--- src/rtl/ripple_carry_chunk.sv ---
// ============================================================================
// Module   : ripple_carry_chunk
// Purpose  : Combinational CHUNK-bit ripple-carry adder built from full-adder
//            cells; also exposes the carry into its most significant bit.
// Revision : 1.0 - initial release
// ============================================================================
`default_nettype none

module ripple_carry_chunk #(
  parameter int CHUNK = 4
) (
  input  logic [CHUNK-1:0] a,
  input  logic [CHUNK-1:0] b,
  input  logic             cin,
  output logic [CHUNK-1:0] sum,
  output logic             cout,
  output logic             msb_cin
);

  logic [CHUNK:0] carry;

  assign carry[0] = cin;

  generate
    for (genvar i = 0; i < CHUNK; i++) begin : g_fa
      assign sum[i]     = a[i] ^ b[i] ^ carry[i];
      assign carry[i+1] = (a[i] & b[i]) | (carry[i] & (a[i] ^ b[i]));
    end
  endgenerate

  assign cout    = carry[CHUNK];
  assign msb_cin = carry[CHUNK-1];

endmodule

`default_nettype wire

--- src/rtl/pipelined_ripple_adder.sv ---
// ============================================================================
// Module   : pipelined_ripple_adder
// Purpose  : WIDTH-bit add/subtract unit, one CHUNK-bit ripple slice per
//            pipeline stage, valid/ready handshake with global stall.
// Revision : 1.0 - initial release
// ============================================================================
`default_nettype none

module pipelined_ripple_adder #(
  parameter int WIDTH = 16,
  parameter int CHUNK = 4
) (
  input  logic             clk,
  input  logic             rst,
  input  logic             in_valid,
  output logic             in_ready,
  input  logic [WIDTH-1:0] a,
  input  logic [WIDTH-1:0] b,
  input  logic             cin,
  input  logic             sub,
  output logic             out_valid,
  input  logic             out_ready,
  output logic [WIDTH-1:0] sum,
  output logic             cout,
  output logic             ovf
);

  localparam int STAGES = (CHUNK >= 1) ? (WIDTH / CHUNK) : 1;

  generate
    if ((CHUNK < 1) || (WIDTH < 2) || ((WIDTH % CHUNK) != 0)) begin : g_bad_params
      $error("pipelined_ripple_adder: WIDTH must be >= 2 and a multiple of CHUNK >= 1");
    end
  endgenerate

  logic [WIDTH-1:0] b_eff;
  logic             c_eff;
  logic             advance;

  // Stage k holds: sum chunks 0..k finished, operands still carried for
  // the upper chunks (skew), and the carry out of chunk k.
  logic [WIDTH-1:0] a_q [STAGES];
  logic [WIDTH-1:0] a_d [STAGES];
  logic [WIDTH-1:0] b_q [STAGES];
  logic [WIDTH-1:0] b_d [STAGES];
  logic [WIDTH-1:0] s_q [STAGES];
  logic [WIDTH-1:0] s_d [STAGES];
  logic             c_q [STAGES];
  logic             c_d [STAGES];
  logic [STAGES-1:0] valid_q;
  logic [STAGES-1:0] valid_d;
  logic             ovf_q;
  logic             ovf_d;

  logic [CHUNK-1:0] ch_sum  [STAGES];
  logic             ch_cout [STAGES];
  logic             ch_msbc [STAGES];

  assign b_eff = sub ? ~b : b;
  assign c_eff = sub ? ~cin : cin;

  generate
    for (genvar k = 0; k < STAGES; k++) begin : g_stage
      logic [CHUNK-1:0] op_a;
      logic [CHUNK-1:0] op_b;
      logic             op_c;

      if (k == 0) begin : g_first
        assign op_a = a[CHUNK-1:0];
        assign op_b = b_eff[CHUNK-1:0];
        assign op_c = c_eff;
      end else begin : g_next
        assign op_a = a_q[k-1][k*CHUNK +: CHUNK];
        assign op_b = b_q[k-1][k*CHUNK +: CHUNK];
        assign op_c = c_q[k-1];
      end

      ripple_carry_chunk #(
        .CHUNK   (CHUNK)
      ) u_chunk (
        .a       (op_a),
        .b       (op_b),
        .cin     (op_c),
        .sum     (ch_sum[k]),
        .cout    (ch_cout[k]),
        .msb_cin (ch_msbc[k])
      );
    end
  endgenerate

  always_comb begin
    advance = !valid_q[STAGES-1] || out_ready;

    a_d[0]     = a;
    b_d[0]     = b_eff;
    s_d[0]     = '0;
    s_d[0][CHUNK-1:0] = ch_sum[0];
    c_d[0]     = ch_cout[0];
    valid_d[0] = in_valid;

    for (int k = 1; k < STAGES; k++) begin
      a_d[k]     = a_q[k-1];
      b_d[k]     = b_q[k-1];
      s_d[k]     = s_q[k-1];
      s_d[k][k*CHUNK +: CHUNK] = ch_sum[k];
      c_d[k]     = ch_cout[k];
      valid_d[k] = valid_q[k-1];
    end

    ovf_d = ch_msbc[STAGES-1] ^ ch_cout[STAGES-1];
  end

  // Reset wins over advance; a stalled pipeline holds every register.
  always_ff @(posedge clk) begin
    if (rst) begin
      valid_q <= '0;
      ovf_q   <= 1'b0;
      for (int k = 0; k < STAGES; k++) begin
        a_q[k] <= '0;
        b_q[k] <= '0;
        s_q[k] <= '0;
        c_q[k] <= 1'b0;
      end
    end else if (advance) begin
      valid_q <= valid_d;
      ovf_q   <= ovf_d;
      for (int k = 0; k < STAGES; k++) begin
        a_q[k] <= a_d[k];
        b_q[k] <= b_d[k];
        s_q[k] <= s_d[k];
        c_q[k] <= c_d[k];
      end
    end
  end

  assign in_ready  = advance && !rst;
  assign out_valid = valid_q[STAGES-1];
  assign sum       = s_q[STAGES-1];
  assign cout      = c_q[STAGES-1];
  assign ovf       = ovf_q;

endmodule

`default_nettype wire
--- config.mk ---
export PLATFORM = sky130hd
export DESIGN_NAME = pipelined_ripple_adder
export DESIGN_NICKNAME = d
export VERILOG_FILES = /design/src/rtl/ripple_carry_chunk.sv /design/src/rtl/pipelined_ripple_adder.sv
export SDC_FILE = /design/constraint.sdc
export NUM_CORES = 1
export LEC_CHECK = 0
export BUFFER_PORTS_ARGS = -buffer_cell sky130_fd_sc_hd__buf_2
export CAP_MARGIN = 20
export CORE_MARGIN = 5
export CORE_UTILIZATION = 40
export CTS_BUF_LIST = sky130_fd_sc_hd__clkbuf_8 sky130_fd_sc_hd__clkbuf_16
export DETAILED_ROUTE_END_ITERATION = 8
export PLACE_DENSITY_LB_ADDON = 0.05
export SLEW_MARGIN = 20
export SYNTH_ARGS = -nofsm -noshare
export SYNTH_HDL_FRONTEND = slang
export SYNTH_HIERARCHICAL = 1
export SYNTH_SLANG_ARGS = --single-unit
--- constraint.sdc ---
create_clock -name clk -period 4 [get_ports clk]
set_input_delay 0.8 -clock clk [delete_from_list [all_inputs] [get_ports clk]]
set_output_delay 0.8 -clock clk [all_outputs]
set_load 0.01 [all_outputs]
# Word-level counts from Yosys, hierarchy flattened
# Memories as Yosys holds them, arrays and structs flattened.
# Cells that the tools add are included.
op_classes:
  mux: 23
  bitwise: 99
  reduce_logical: 4
op_table:
  columns: ["op", "n"]
  rows:
  - ["$mux W16", 13]
  - ["$xor A1 B1 Y1", 33]
  - ["$and A1 B1 Y1", 32]
  - ["$or A1 B1 Y1", 32]
  - ["$not A16 Y16", 1]
  - ["$mux W1", 10]
  - ["$logic_not A1 Y1", 2]
  - ["$logic_and A1 B1 Y1", 1]
  - ["$logic_or A1 B1 Y1", 1]
  - ["$not A1 Y1", 1]
totals:
  register_bits: 5
  ram_bits: 196
  input_bits: 38
  out_inout_bits: 20
  elab_cells: 132
  n_memories: 4
mem_list:
  columns: ["memory", "words", "word_bits", "read_ports", "rd_clocked_by_memory_dff", "wr", "line", "text"]
  rows:
  - ["a_q", 4, 16, 3, 0, 4, "pipelined_ripple_adder.sv:42", "logic [WIDTH-1:0] a_q [STAGES];"]
  - ["b_q", 4, 16, 3, 0, 4, "pipelined_ripple_adder.sv:44", "logic [WIDTH-1:0] b_q [STAGES];"]
  - ["s_q", 4, 16, 4, 0, 4, "pipelined_ripple_adder.sv:46", "logic [WIDTH-1:0] s_q [STAGES];"]
  - ["c_q", 4, 1, 4, 0, 4, "pipelined_ripple_adder.sv:48", "logic c_q [STAGES];"]

# Depth between registers and ports, before layout
# Gate-level depths: netlist (run 1).
depth:
  word_depth: 12
  ltp_mapped: 10
  ltp_nobuf: 9

# Modules after synthesis
# Netlist (run 1), hierarchy kept.
by_module_without_submodules:
  columns: ["module", "n_inst", "cells_per_inst", "area_each_um2", "seq_area_each_um2"]
  rows:
  - ["pipelined_ripple_adder", 1, 233, 3774.9, 2862.7]
  - ["ripple_carry_chunk", 4, 12, 110.1, 0.0]

# Least setup slack after synthesis (run 1)
# OpenSTA, ideal clock, no wires.
synth_timing:
  path_kind: "input to register"
  from: "input port out_ready"
  to: "memory a_q[0][10] (enable)"
  setup_time_ps: 466
  arrival_time_ps: 3072
  t_required_ps: 3534
  setup_slack_ps: 462
  stages: 3
  n_path_buf: 1
  cell_sequence: "nor2b_1 -> buf_6 -> nand2b_1"
synth_rtl:
  columns: ["item", "line", "text"]
  rows:
  - ["start, declared", "pipelined_ripple_adder.sv:22", "input logic out_ready,"]
  - ["end, declared", "pipelined_ripple_adder.sv:42", null]

==> results.sh, run 1 <==
export IMPL_synth_seq_cells=97
export IMPL_synth_ff_type="edfxtp_1"
export IMPL_register_area_sq_um=2860
export IMPL_crit_fanout=17
export IMPL_layout_cells_non_filler=481
export IMPL_powerDensity_nw_per_um2=407
export IMPL_dieArea_sq_um=12700
export IMPL_setup_viol=0
export IMPL_cts_root_buf="clkbuf_8"
export IMPL_syn_nets=335
export IMPL_post_cts_setup_buffers=0
export IMPL_htreeDepth=3
export IMPL_cp_end_kind="flop"
export IMPL_numCtsBuffers=9
export IMPL_fin_tns_setup_ps=0
export IMPL_gp_congestion=0.696
export IMPL_antenna_found_initial=0
export IMPL_synth_common_cells="edfxtp_1, and2_1, inv_1"
export IMPL_ys_types=15
export IMPL_min_path_type="flop to flop"
export IMPL_place_hpwl_um=3190
export IMPL_fin_skew_ps=12.5
export IMPL_status="completed"
export IMPL_vias_per_cell=3.99
export IMPL_num_vias=1918
export IMPL_ys_top_cells_by_area="edfxtp_1, and2_1, fa_1"
export IMPL_hold_violations=0
export IMPL_r2r_end="s_q[3][15]"
export IMPL_routed_wl_um=5070
export IMPL_synth_edf_count=92
export IMPL_synth_fa_ha_area_share_pct=7.60
export IMPL_synthSimpleGateAreaFrac_pct=14.0
export IMPL_initial_core_util_pct=40.8
export IMPL_leakagePower_nw=2.11
export IMPL_synth_top_area_share_pct=65.5
export IMPL_num_rows=37
export IMPL_fillers=974
export IMPL_clk_pin_slew_ps=90
export IMPL_syn_to_final_growth_pct=13.4
export IMPL_tritoncts="yes"
export IMPL_dr_pass1_iters=4
export IMPL_async_reset_ff_share_pct=0
export IMPL_antenna_left=0
export IMPL_multi_input_area_sq_um=1110
export IMPL_synth_compound_area_share_pct=0
export IMPL_ir_worst_vdd_mv=0.168
export IMPL_syn_area_per_cell_sq_um=15.0
export IMPL_yosys_warnings=6
export IMPL_drt_initial_drc_count=88
export IMPL_reg2reg_slack_ps=1770
export IMPL_cp_data_required_time_ps=4110
export IMPL_clock_path_buffers=2
export IMPL_grt_pass1_vias=1943
export IMPL_yosys_area_top_type="edfxtp_1"
export IMPL_finalCriticalPeriod_ps=2890
export IMPL_grt_usage_pct=8.82
export IMPL_crit_end="s_q[0][3]"
export IMPL_cts_hold_buffers=0
export IMPL_cts_sink_count=97
export IMPL_ys_seq_area_share_pct=67.9
export IMPL_grt_max_degree=82
export IMPL_critPathLaunch="sub"
export IMPL_grt_overflow=0
export IMPL_drv_cap=0
export IMPL_post_cts_resized=0
export IMPL_rsz0062_at_grt="false"
export IMPL_syn_area_sq_um=4220
export IMPL_dp_cells=465
export IMPL_final_nets=394
export IMPL_fp_dieW_um=113
export IMPL_portBuffers=57
export IMPL_synthXorXnorAreaFrac_pct=3.74
export IMPL_critPathKind="primary input to flop"
export IMPL_clk_latency_ps=350
export IMPL_slew_headroom_pct=46.3
export IMPL_coreArea_sq_um=10300
export IMPL_synth_top_family_by_area="simple AND/OR/NAND/NOR gates"
export IMPL_tightestPinTransition_ps=806
export IMPL_wire_per_inst_um=10.5
export IMPL_netlist_instances=281
export IMPL_max_freq_mhz=346
export IMPL_r2r_start="a_q[0][44]"
export IMPL_cp_start_kind="primary input"
export IMPL_route_detailed_drc=0
export IMPL_rr_worst_depth=7
export IMPL_drv_slew=0
export IMPL_die_h_um=113
export IMPL_worstPathArrival_ps=2990
export IMPL_synth_most_common_cell="edfxtp_1"
export IMPL_io_pins=58
export IMPL_muxShareOfSynthArea_pct=0.950
export IMPL_min_period_over_period_pct=72.2
export IMPL_grt_pass1_wl_um=8850
export IMPL_drive_above_1_share_pct=22.0
export IMPL_num_antenna_cells=0
-- flip-flops by register name, summed over array words and instances, names as in the netlist --
name / flops
c_q: 4
s_q: 40
ovf: 1
b_q: 24
valid_q: 4
a_q: 24
-- through the flow --
step / utilization, % / hold WS, ps / worst slack (ps) / cell area, sq um / power [mW]
floorplan: - / 439 / 462 / 4220 / 1.33
global placement: 44.4 / 463 / 765 / 4580 / 1.37
detailed placement: 44.4 / 477 / 708 / 4580 / 1.38
CTS: 46.3 / 496 / 1100 / 4780 / 1.99
global route: 46.3 / 506 / 992 / 4780 / 2.05
finish: 46.3 / 492 / 1110 / 4780 / 1.94
-- worst max-delay path, stage by stage --
cell	delay (ps)
buf_2	370
xor2_1	240
fa_1	190
inv_1	50
fa_1	370
fa_1	360
inv_1	70
fa_1	390
and2_1	140
-- metal layers --
layer	global-route usage, %	up-vias	routed length, um
li1	-	1017	-
met1	11.6	841	2490
met2	12.5	49	2160
met3	2.86	11	306
met4	5.53	0	106
met5	0	-	0
-- placed cells by master, fill, tap and decap left out --
cell type,count
edfxtp_1,92
and2_1,80
buf_2,57
inv_1,35
nor2_1,18
fa_1,16
xnor2_1,12
clkbuf_8,9
xor2_1,6
dfxtp_1,5
mux2i_1,4
buf_4,3
clkinv_2,2
clkbuf_16,2
nor2b_1,1
or2_4,1
inv_6,1
nand2b_4,1
-- logic make-up (layout without fill, tap and decap cells) --
kind of cell             Yosys count  after routing
multiplexers                       4              4
AND/OR/NAND/NOR                  101            101
XOR/XNOR                          18             18
adder cells (fa/ha/maj)           16             16
flip-flops                        97             97
buffers and inverters             45            109
-- report_power, final --
group | switching (mW) | internal [mW]
combinational | 0.0718 | 0.0728
clock | 0.306 | 0.293
sequential | 0.0162 | 1.18
total | 0.393 | 1.55
-- how the worst min path moves through the flow --
stage | startpoint | endpoint | slack [ps] | depth (start not counted)
final | valid_q[2] | valid_q[3] | 490 | 2
after global routing | valid_q[2] | valid_q[3] | 510 | 2
after CTS | valid_q[2] | valid_q[3] | 500 | 2
after detailed placement | valid_q[2] | valid_q[3] | 480 | 2
after global placement | valid_q[2] | valid_q[3] | 460 | 2
after floorplan | valid_q[2] | valid_q[3] | 440 | 2
-- layout make-up --
| cell class | instances | share of cell area (%) |
|---|---|---|
| sequential | 97 | 59.9 |
| multi-input combinational | 139 | 23.3 |
| timing repair buffer | 60 | 6.44 |
| clock buffer | 11 | 3.64 |
| tap | 136 | 3.56 |
| inverter | 33 | 2.70 |
| clock inverter | 5 | 0.445 |
Power figures use the tool's default switching activity.
==> run 2: changes to the inputs <==
==> constraint.sdc (replaced) <==
create_clock -name clk -period 2.6 [get_ports clk]
set_input_delay 0.52 -clock clk [delete_from_list [all_inputs] [get_ports clk]]
set_output_delay 0.52 -clock clk [all_outputs]
set_load 0.01 [all_outputs]
==> run 2 against run 1 <==
  * Register-to-register slack worse by 1400 ps
  * Sequential cell count unchanged
  * Final cell count up 0.42%
  * Global-route usage up 0.20 points
  * Cell area up 1.9%
  * Non-clock buffer count up 2
  * Critical path type unchanged
  * Critical endpoint unchanged
==> results.sh, run 2 (synthesis results as in run 1) <==
export IMPL_status="completed"
export IMPL_path_delay_family="adder cells"
export IMPL_regMostFlops="s_q"
export IMPL_dp_slack_ps=-71.2
export IMPL_drv_cap=0
export IMPL_drv_slew=0
export IMPL_num_vias=1918
export IMPL_cts_sink_count=97
export IMPL_drt_initial_drc_count=73
export IMPL_placed_cell_area_sq_um=4650
export IMPL_fin_area_sq_um=4870
export IMPL_finalCriticalPeriod_ps=2290
export IMPL_register_area_sq_um=2860
export IMPL_num_antenna_cells=0
export IMPL_crit_fanout=4
export IMPL_crit_top_cell="fa_2"
export IMPL_rsz0062_at_grt="false"
export IMPL_power_mw=3.16
export IMPL_powerDensity_nw_per_um2=648
export IMPL_slew_headroom_pct=73.5
export IMPL_clk_latency_ps=350
export IMPL_antenna_found_initial=0
export IMPL_grt_max_degree=57
export IMPL_num_rows=37
export IMPL_initial_core_util_pct=40.8
export IMPL_layout_setup_ws_ps=311
export IMPL_grt_pass1_wl_um=9160
export IMPL_ir_worst_vdd_mv=0.239
export IMPL_dr_pass1_iters=4
export IMPL_cts_root_buf="clkbuf_8"
export IMPL_htreeDepth=3
export IMPL_cp_start_kind="primary input"
export IMPL_numCtsBuffers=9
export IMPL_final_common_cell="edfxtp_1"
export IMPL_leakagePower_nw=2.13
export IMPL_dp_cells=467
export IMPL_grt_usage_pct=9.02
export IMPL_worstPathArrival_ps=2400
export IMPL_grt_overflow=0
export IMPL_clock_path_buffers=2
export IMPL_tritoncts="yes"
export IMPL_clk_pin_slew_ps=100
export IMPL_final_nets=396
export IMPL_cp_end_kind="flop"
export IMPL_syn_to_final_growth_pct=15.6
export IMPL_min_period_over_period_pct=88.0
export IMPL_die_h_um=113
export IMPL_drive_above_1_share_pct=25.1
export IMPL_fp_dieW_um=113
export IMPL_met1_length_um=2490
export IMPL_post_cts_resized=0
export IMPL_antenna_left=0
export IMPL_layout_cells_non_filler=483
export IMPL_mostFrequentLayoutCells="edfxtp_1, and2_1, buf_2"
export IMPL_coreArea_sq_um=10300
export IMPL_gp_congestion=0.686
export IMPL_tightestPinTransition_ps=397
export IMPL_place_hpwl_um=3470
export IMPL_largest_reg_flops=40
export IMPL_post_cts_setup_buffers=0
export IMPL_route_detailed_drc=0
export IMPL_hold_violations=0
export IMPL_cts_hold_buffers=0
export IMPL_path_buf_inv=3
export IMPL_max_freq_mhz=437
export IMPL_fin_skew_ps=14.8
export IMPL_routed_wl_um=5140
export IMPL_cpPeakStageDelay_ps=390
export IMPL_wire_per_inst_um=10.6
export IMPL_portBuffers=57
export IMPL_io_pins=58
export IMPL_met3_wirelength_um=286
export IMPL_dieArea_sq_um=12700
export IMPL_vias_per_cell=3.97
export IMPL_grt_pass1_vias=2024
export IMPL_timing_hold_ws_ps=389
export IMPL_fin_tns_setup_ps=0
export IMPL_multi_input_area_sq_um=1140
export IMPL_slowest_stage="fa_1"
export IMPL_cp_cell_sequence="buf_2 -> xor2_2 -> fa_2 -> inv_1 -> fa_2 -> fa_2 -> inv_2 -> fa_1 -> and2_1"
export IMPL_fillers=950
export IMPL_setup_viol=0
export IMPL_critPathKind="primary input to flop"
export IMPL_met2_length_um=2250
export IMPL_maxUsedRoutingLayer="met4"
export IMPL_utilization_pct=47.2
export IMPL_min_path_type="primary input to flop"
export IMPL_cp_data_required_time_ps=2710
export IMPL_largestRegisters="s_q x40, a_q x24, b_q x24"
run 2: worst register-to-register path, stage by stage, from the launching register on:
cell	delay, ps
edfxtp_1	370
fa_1	170
inv_1	50
fa_1	380
fa_1	380
inv_1	110
fa_1	400
and2_1	140
run 2: worst paths after layout:
path                                 start    endpoint  slack, ps  cells past startpoint
worst max-delay path                   sub   s_q[0][3]        310                      9
worst min-delay path              in_valid  valid_q[0]        390                      3
worst max register to register  a_q[0][44]  s_q[3][15]        380                      7
worst min register to register  valid_q[2]  valid_q[3]        490                      2
run 2: where the power goes:
part,switching [mW],internal [mW]
Combinational,0.116,0.118
Sequential,0.0244,1.82
Clock,0.523,0.554
run 2: area by class of cell:
class                           instances  area share (%)
Clock buffer                            9            2.54
Clock inverter                          7            2.08
Inverter                               33            2.65
Multi-Input combinational cell        139            23.3
Sequential cell                        97            58.8
Tap cell                              136            3.49
Timing Repair Buffer                   62            7.14
run 2: layer usage:
metal,vias up,global-route usage [%]
met5,-,0
met1,843,11.8
met3,9,3.02
met4,0,4.09
met2,42,13.6
li1,1024,-
